### src/rtl/alu_lab_pkg.sv
// Shared definitions for the ALU lab operand-entry front end:
// phase encodings, default sizing and the button-event record.
package alu_lab_pkg;

  localparam int WIDTH_DEF         = 4;
  localparam int LED_STRETCH_DEF   = 8;
  localparam int REPEAT_DELAY_DEF  = 16;
  localparam int REPEAT_PERIOD_DEF = 4;

  // Phase encodings; 2'd3 is never entered on purpose.
  localparam logic [1:0] ST_ENTER_A = 2'd0;
  localparam logic [1:0] ST_ENTER_B = 2'd1;
  localparam logic [1:0] ST_RUN     = 2'd2;

  localparam int NUM_BTN = 3;
  localparam int BTN_INC = 0;

  // Bit order matches {clearBtn, saveBtn, incrementBtn}.
  typedef struct packed {
    logic clr;
    logic save;
    logic inc;
  } btn_evt_t;

  // Keep only the highest-priority event: clear > save > increment.
  function automatic btn_evt_t resolve_prio(input btn_evt_t e);
    btn_evt_t r;
    r.clr  = e.clr;
    r.save = e.save & ~e.clr;
    r.inc  = e.inc & ~e.save & ~e.clr;
    return r;
  endfunction

endpackage

### src/rtl/btn_sync_edge.sv
// btn_sync_edge: 2-flop synchronizer plus rising-edge detector for one raw
// push-button. All history flops reset to 1, so a button held through reset
// must be released and pressed again before it produces an event.
module btn_sync_edge (
  input  logic clk,
  input  logic rst_n,
  input  logic pin,
  output logic level,
  output logic press
);

  logic s1, s2, prev;

  // Synchronize, then register a one-cycle pulse on each 0->1 transition.
  always_ff @(posedge clk) begin
    if (!rst_n) begin
      s1    <= 1'b1;
      s2    <= 1'b1;
      prev  <= 1'b1;
      press <= 1'b0;
    end else begin
      s1    <= pin;
      s2    <= s1;
      prev  <= s2;
      press <= s2 & ~prev;
    end
  end

  assign level = s2;

endmodule

### src/rtl/operand_entry_ctrl.sv
// operand_entry_ctrl: turns three raw push-buttons into operand entry for
// the ALU. Increment builds A then B, save steps ENTER_A -> ENTER_B -> RUN
// (latching opCode/cIn and pulsing aluStart), clear zeroes everything.
// Optional feature: define AUTO_REPEAT_EN to auto-repeat a held increment.
module operand_entry_ctrl
  import alu_lab_pkg::*;
#(
  parameter int WIDTH         = WIDTH_DEF,
  parameter int LED_STRETCH   = LED_STRETCH_DEF,
  parameter int REPEAT_DELAY  = REPEAT_DELAY_DEF,
  parameter int REPEAT_PERIOD = REPEAT_PERIOD_DEF
) (
  input  logic             in_clk,
  input  logic             reset_n,
  input  logic             incrementBtn,
  input  logic             saveBtn,
  input  logic             clearBtn,
  input  logic [3:0]       opCode,
  input  logic             cIn,
  output logic [WIDTH-1:0] A,
  output logic [WIDTH-1:0] B,
  output logic [3:0]       opLatched,
  output logic             cInLatched,
  output logic             aluStart,
  output logic [1:0]       state,
  output logic             btnPressLED
);

  localparam int LW = $clog2(LED_STRETCH + 1);

  logic [NUM_BTN-1:0] btn_pin, btn_lvl, btn_raw;
  btn_evt_t           evt;
  logic               rep_fire;
  logic               inc_go;
  logic [LW-1:0]      led_cnt;
  logic               unused_btn_lvl;

  assign btn_pin = {clearBtn, saveBtn, incrementBtn};

  for (genvar i = 0; i < NUM_BTN; i++) begin : g_btn
    btn_sync_edge u_btn (
      .clk   (in_clk),
      .rst_n (reset_n),
      .pin   (btn_pin[i]),
      .level (btn_lvl[i]),
      .press (btn_raw[i])
    );
  end

  // Only the increment level feeds logic (and only with auto-repeat).
  assign unused_btn_lvl = ^btn_lvl;

  assign evt    = resolve_prio(btn_evt_t'(btn_raw));
  assign inc_go = evt.inc | rep_fire;

`ifdef AUTO_REPEAT_EN
  localparam int RMAX = (REPEAT_DELAY > REPEAT_PERIOD) ? REPEAT_DELAY : REPEAT_PERIOD;
  localparam int RW   = $clog2(RMAX + 1);

  logic [RW-1:0] rep_cnt;
  logic          rep_armed;

  // Repeats only count while the button is still held and only matter in
  // the two entry phases; save/clear in the same cycle still win in the FSM.
  assign rep_fire = rep_armed & btn_lvl[BTN_INC] & (rep_cnt == '0) &
                    ((state == ST_ENTER_A) | (state == ST_ENTER_B));

  // Hold timer: initial delay after the press, then a fixed period.
  always_ff @(posedge in_clk) begin
    if (!reset_n) begin
      rep_cnt   <= '0;
      rep_armed <= 1'b0;
    end else if (!btn_lvl[BTN_INC]) begin
      rep_armed <= 1'b0;
    end else if (btn_raw[BTN_INC]) begin
      rep_armed <= 1'b1;
      rep_cnt   <= RW'(REPEAT_DELAY - 1);
    end else if (evt.save | evt.clr) begin
      rep_cnt   <= RW'(REPEAT_DELAY - 1);
    end else if (rep_armed) begin
      if (rep_cnt == '0) rep_cnt <= RW'(REPEAT_PERIOD - 1);
      else               rep_cnt <= rep_cnt - 1'b1;
    end
  end
`else
  logic unused_cfg;
  assign unused_cfg = ^{REPEAT_DELAY[0], REPEAT_PERIOD[0]};
  assign rep_fire   = 1'b0;
`endif

  // Press indicator: any raw press event (even an ignored one) reloads.
  always_ff @(posedge in_clk) begin
    if (!reset_n)         led_cnt <= '0;
    else if (|btn_raw)    led_cnt <= LW'(LED_STRETCH);
    else if (led_cnt != '0) led_cnt <= led_cnt - 1'b1;
  end

  assign btnPressLED = (led_cnt != '0);

  // Phase FSM and operand/latch registers; aluStart is a one-cycle pulse.
  always_ff @(posedge in_clk) begin
    if (!reset_n) begin
      state      <= ST_ENTER_A;
      A          <= '0;
      B          <= '0;
      opLatched  <= '0;
      cInLatched <= 1'b0;
      aluStart   <= 1'b0;
    end else begin
      aluStart <= 1'b0;
      if (state == 2'd3) begin
        state <= ST_ENTER_A;
      end else if (evt.clr) begin
        state      <= ST_ENTER_A;
        A          <= '0;
        B          <= '0;
        opLatched  <= '0;
        cInLatched <= 1'b0;
      end else if (evt.save) begin
        case (state)
          ST_ENTER_A: state <= ST_ENTER_B;
          ST_ENTER_B: begin
            state      <= ST_RUN;
            opLatched  <= opCode;
            cInLatched <= cIn;
            aluStart   <= 1'b1;
          end
          default:    state <= ST_ENTER_A;
        endcase
      end else if (inc_go) begin
        case (state)
          ST_ENTER_A: A <= A + 1'b1;
          ST_ENTER_B: B <= B + 1'b1;
          default:    ;
        endcase
      end
    end
  end

endmodule
### config.mk
export PLATFORM = sky130hd
export DESIGN_NAME = operand_entry_ctrl
export DESIGN_NICKNAME = d
export VERILOG_FILES = /design/src/rtl/alu_lab_pkg.sv /design/src/rtl/btn_sync_edge.sv /design/src/rtl/operand_entry_ctrl.sv
export SDC_FILE = /design/constraint.sdc
export NUM_CORES = 1
export LEC_CHECK = 0
export BUFFER_PORTS_ARGS = -buffer_cell sky130_fd_sc_hd__buf_2
export CAP_MARGIN = 20
export CORE_UTILIZATION = 52
export DETAILED_ROUTE_END_ITERATION = 10
export GPL_TIMING_DRIVEN = 0
export PLACE_DENSITY = 0.81
export SLEW_MARGIN = 40
export SYNTH_ARGS = -nofsm -noshare
export SYNTH_HDL_FRONTEND = slang
export SYNTH_HIERARCHICAL = 1
export SYNTH_SLANG_ARGS = --single-unit
### constraint.sdc
create_clock -name in_clk -period 1.65 [get_ports in_clk]
set_input_delay 0.2475 -clock in_clk [delete_from_list [all_inputs] [get_ports in_clk]]
set_output_delay 0.2475 -clock in_clk [all_outputs]
set_load 0.05 [all_outputs]
Word-level counts from Yosys, hierarchy flattened
Index checks and enable logic that the tools add are counted.
{"block": "totals", "rom_bits": 0, "reg_bits": 32, "ramBits": 0, "input_bits": 10, "memories": 0, "output_inout_bits": 17, "latchBits": 0}
{"block": "op_classes", "bitwise": 14, "multipliers": 0, "add_sub_neg": 3, "n_lt_le_gt_ge": 0, "n_reduce_logical": 14, "n_mux": 18, "shift": 0, "div": 0, "n_eq_ne": 3}
{"cell": "two-way mux 4 bit", "count": 13}
{"cell": "nonzero test 2 bit", "count": 5}
{"cell": "adder 4 x 1 -> 4 bit (second input constant)", "count": 2}
{"cell": "NOT 1 bit", "count": 8}
{"cell": "AND reduction 4 bit", "count": 2}
{"cell": "OR reduction 4 bit", "count": 2}
{"cell": "bitwise AND 1 bit", "count": 6}
{"cell": "OR reduction 3 bit", "count": 2}
{"cell": "two-way mux 1 bit", "count": 4}
{"cell": "one-hot mux 2 bit (2 select lines)", "count": 1}
{"cell": "nonzero test 4 bit", "count": 1}
{"cell": "subtractor 4 x 1 -> 4 bit (second input constant)", "count": 1}
{"cell": "AND reduction 3 bit", "count": 1}
{"cell": "== test 2 x 1 -> 1 bit (second input constant)", "count": 1}
{"cell": "== test 2 bit (second input constant)", "count": 1}
{"cell": "zero test 2 bit", "count": 1}
{"cell": "inequality test 2 x 1 -> 1 bit (second input constant)", "count": 1}

Logic depth before layout (Yosys ltp)
{"block": "depth", "ltp_word": 6, "mapped_depth": 5, "ltp_nobuf": 5}

Hierarchy
Netlist, hierarchy kept.
{"mod": "operand_entry_ctrl", "seq_area_each_um2": 400.4, "area_per_inst_um2": 928.4, "cells_per_inst": 99, "instances": 1}
{"mod": "btn_sync_edge", "seq_area_each_um2": 80.1, "area_per_inst_um2": 107.6, "cells_per_inst": 8, "instances": 3}

Least setup slack after synthesis
No wires, ideal clock.
{"block": "synth_path", "path_kind": "reg-to-reg", "start": "register state[1]", "end": "register A[3]", "arrival_ns": 1.537, "path_stages_with_launch": 6, "setup_ns": 0.070, "n_path_buf": 1, "required_ns": 1.580, "slack_ns": 0.043, "cell_sequence": "dfxtp_1 buf_4 nor4b_4 nor2_2 or3_1 a21oi_1"}
{"block": "synth_via", "elab_chain_cells": 3, "word_cells_on_any_way": 5, "classes_between": "eq/ne (1); bitwise (1); reduce/logical (3)"}
{"item": "from (decl)", "line_no": "operand_entry_ctrl.sv:25", "rtl": "output logic [1:0] state,"}
{"item": "from (signal assigned)", "line_no": "operand_entry_ctrl.sv:103", "rtl": "state <= ST_ENTER_A;"}
{"item": "from (signal assigned)", "line_no": "operand_entry_ctrl.sv:112", "rtl": "state <= ST_ENTER_A;"}
{"item": "from (signal assigned)", "line_no": "operand_entry_ctrl.sv:114", "rtl": "state <= ST_ENTER_A;"}
{"item": "zero test 2 bit / == test 2 bit (equally long branches)", "line_no": "operand_entry_ctrl.sv:131, operand_entry_ctrl.sv:111"}
{"item": "nonzero test 2 bit (no source line) / NOT 1 bit (equally long branches)"}
{"item": "AND reduction 4 bit (no source line) *"}
{"item": "to (signal assigned)", "line_no": "operand_entry_ctrl.sv:132", "rtl": "ST_ENTER_A: A <= A + 1'b1;"}
{"item": "to (decl)", "line_no": "operand_entry_ctrl.sv:20", "rtl": "output logic [WIDTH-1:0] A,"}
Mark *: on every way between the ends. The rest lies on a longest branch, timed or not.
A chain may end at the register's enable or synchronous reset.

Final worst setup path
{"block": "layout_path", "start": "register led_cnt[0]", "end": "output btnPressLED"}
{"block": "layout_via", "elab_chain_cells": 1}
{"item": "from (decl)", "line_no": "operand_entry_ctrl.sv:35", "rtl": "logic [LW-1:0] led_cnt;"}
{"item": "from (signal assigned)", "line_no": "operand_entry_ctrl.sv:94", "rtl": "else if (|btn_raw) led_cnt <= LW'(LED_STRETCH);"}
{"item": "from (signal assigned)", "line_no": "operand_entry_ctrl.sv:95", "rtl": "else if (led_cnt != '0) led_cnt <= led_cnt - 1'b1;"}
{"item": "nonzero test 4 bit", "line_no": "operand_entry_ctrl.sv:98", "rtl": "assign btnPressLED = (led_cnt != '0);"}
{"item": "to (decl)", "line_no": "operand_entry_ctrl.sv:26", "rtl": "output logic btnPressLED"}
Every way passes these cells.

==> results.json <==
{
  "status": "complete, no violations",
  "multi_input_area_um2": 574,
  "clock_path_buffers": 2,
  "cts_tree": "done",
  "synthArstFlopShare_pct": 0,
  "layout_commonest_cell": "dfxtp_1",
  "tns_ns": 0,
  "flow.area_growth_from_synthesis_pct": 18.9,
  "synth_top_flop_cell": "dfxtp_1",
  "power_frac_comb_pct": 22.0,
  "ir_drop_mv": 0.926,
  "die_y_um": 51.1,
  "p_leak_nw": 0.650,
  "dr.pass1.iters": 4,
  "syn_inst": 123,
  "antenna_found_initial": 0,
  "grt_max_degree": 15,
  "max_freq_ghz": 0.658,
  "finalHoldViolCount": 0,
  "post_drt_wl_per_cell_um": 13.0,
  "place_hpwl_mm": 1.80,
  "drive_gt1_share_pct": 26.8,
  "finalCriticalPeriod_ns": 1.52,
  "worstSkewPairLatency_ns": 0.34,
  "p_int_w": 0.00115,
  "fin_crit_sh_pct": 92.1,
  "start_kind": "register",
  "setup_violations": 0,
  "synth_top_area_share_pct": 51.2,
  "finClkSkew_ns": 0.00768,
  "hp-class": "in -> reg",
  "power.share.switching_pct": 31.8,
  "clock_power_share_pct": 27.2,
  "fin_nets": 170,
  "synth_area_per_cell_um2": 10.2,
  "vias_per_cell": 5.30,
  "rows": 17,
  "critPathKind": "reg -> out",
  "holdBufCountCts": 0,
  "core_um2": 2230,
  "drc": 0,
  "dieWidth_um": 51.1,
  "n_antenna_cell": 0,
  "cts.htree.levels": 2,
  "tightest_slew_ns": 0.386,
  "register_area_um2": 642,
  "synthDistinctLibCells": 33,
  "ys_ff_latch": 32,
  "clk_pin_slew_ns": 0.11,
  "via_count": 980,
  "design.die.area_um2": 2610,
  "worstPathRequired_ns": 1.40,
  "syn_area_um2": 1250,
  "cts_setup_buffers": 0,
  "grt_pass1_wl_mm": 3.99,
  "first_iter_violations": 18,
  "dp.cells": 177,
  "synth_edf_count": 0,
  "routed_wl_mm": 2.41,
  "critPathArrivalTime_ns": 1.27,
  "layout_common_cells": "31 x dfxtp_1, 26 x buf_2, 11 x nand2b_1",
  "synth_area_leaders": "dfxtp_1 51%, nand2b_1 5.5%, ha_1 4.0%",
  "io_pins": 27,
  "synth_seq_area_share_pct": 51.2,
  "grt_pass1_vias": 935,
  "seqPwrFrac_pct": 50.9,
  "port_buffers": 26,
  "gp_congestion": 0.754,
  "initial_utilization_pct": 56.0,
  "clockRootBuffer": "clkbuf_4",
  "cp-end-kind": "primary output",
  "slew_headroom_pct": 74.2,
  "fillers": 185,
  "numCtsBuffers": 5,
  "cts_num_sinks": 32,
  "power.density_nw_per_um2": 1130,
  "syn_nets": 137,
  "grt_overflow_total": 0,
  "drv_cap": 0,
  "crit_fanout": 5,
  "rsz0062_at_grt": "no",
  "p_sw_w": 0.000536,
  "placed_area_um2": 1420,
  "maxSlewViolCount": 0,
  "final_cell_area_um2": 1490,
  "synth_top_area_cell": "dfxtp_1",
  "final-instance-count-excl-fill": 185,
  "yosysWarnings": 6,
  "grt.total_usage_pct": 21.7,
  "final_antenna_net_count": 0
}
-- flip-flops by register name, indices dropped and copies added (netlist names) --
register           count
A                      4
B                      4
aluStart               1
cInLatched             1
g_btn.u_btn/level      3
g_btn.u_btn/press      3
g_btn.u_btn/prev       3
g_btn.u_btn/s1         3
led_cnt                4
opLatched              4
state                  2
-- synthesized netlist by cell type (2+ instances only) --
library cell	count
nand2_1	5
and3b_1	4
nand2b_1	11
a22o_1	3
dfxtp_1	32
nor2_1	9
nor3_1	3
or3_1	3
a21boi_0	3
inv_1	2
ha_1	4
clkbuf_1	2
xor2_1	3
nor3b_1	2
nand3_1	3
o211ai_1	2
nor2b_1	3
xnor2_1	3
a21oi_1	6
a32oi_1	2
nand3b_1	2
o21ai_0	5
-- final timing paths --
| check | start | end | slack [ns] | cells past startpoint |
|---|---|---|---|---|
| max | led_cnt[0] | btnPressLED | 0.13 | 4 |
| min | clearBtn | g_btn[2].u_btn/s1 | 0.08 | 2 |
| max reg2reg | g_btn[1].u_btn/press | B[0] | 0.17 | 5 |
| min reg2reg | g_btn[1].u_btn/s1 | g_btn[1].u_btn/level | 0.44 | 1 |
-- metal layers --
metal	share of wire (%)	GRT usage [%]
met3	5.2	9.52
met5	0	0
met2	51	36.2
met4	2.6	12.0
met1	41	22.5
-- power groups by stage --
stage	Clock [W]	Sequential [W]	Combinational, W
global route	0.000502	0.000866	0.000401
global placement	0	0.000869	0.000320
finish	0.000458	0.000857	0.000370
detailed placement	0	0.000875	0.000339
CTS	0.000473	0.000857	0.000367
floorplan	0	0.000871	0.000261
-- area by class of cell --
type | count | area share (%)
Sequential cell | 32 | 43.1
Multi-Input combinational cell | 84 | 38.6
Timing Repair Buffer | 26 | 9.17
Clock buffer | 5 | 2.52
Tap cell | 28 | 2.35
Buffer | 5 | 2.10
Clock inverter | 3 | 1.60
Inverter | 2 | 0.505
-- worst max-delay path, stage by stage (launching register included) --
cell and delay (ns):
dfxtp_2 0.36, inv_1 0.06, ha_1 0.23, nand2_2 0.12, buf_6 0.17
-- stage by stage --
stage / hold WS [ns] / total power (W) / setup slack, ns / util, %
floorplan: 0.321 / 0.00113 / 0.0433 / -
global placement: 0.391 / 0.00119 / 0.238 / 63.4
detailed placement: 0.416 / 0.00121 / 0.211 / 63.4
CTS: 0.0717 / 0.00170 / 0.00884 / 66.4
finish: 0.0801 / 0.00168 / 0.131 / 66.6
global route: 0.0636 / 0.00177 / 0.0468 / 66.6
-- cells by family after synthesis --
kind of cell	after synthesis	share of synthesized area (%)
muxes	1	0.800
xor gates and xnor gates	6	4.20
DFF	32	51.2
AOI/OAI and AO/OA	23	12.1
buffers and inverters	7	3.10
adders and majority gates	4	4.00
and+or+nand+nor	50	24.6
-- timing repair --
action | 4_1_cts | 5_1_grt
endpoints found under the hold margin | 0 | 0
endpoints found under the setup margin | 1 | 1
gates resized for setup | 2 | 2
(Power assumes the default switching activity.)
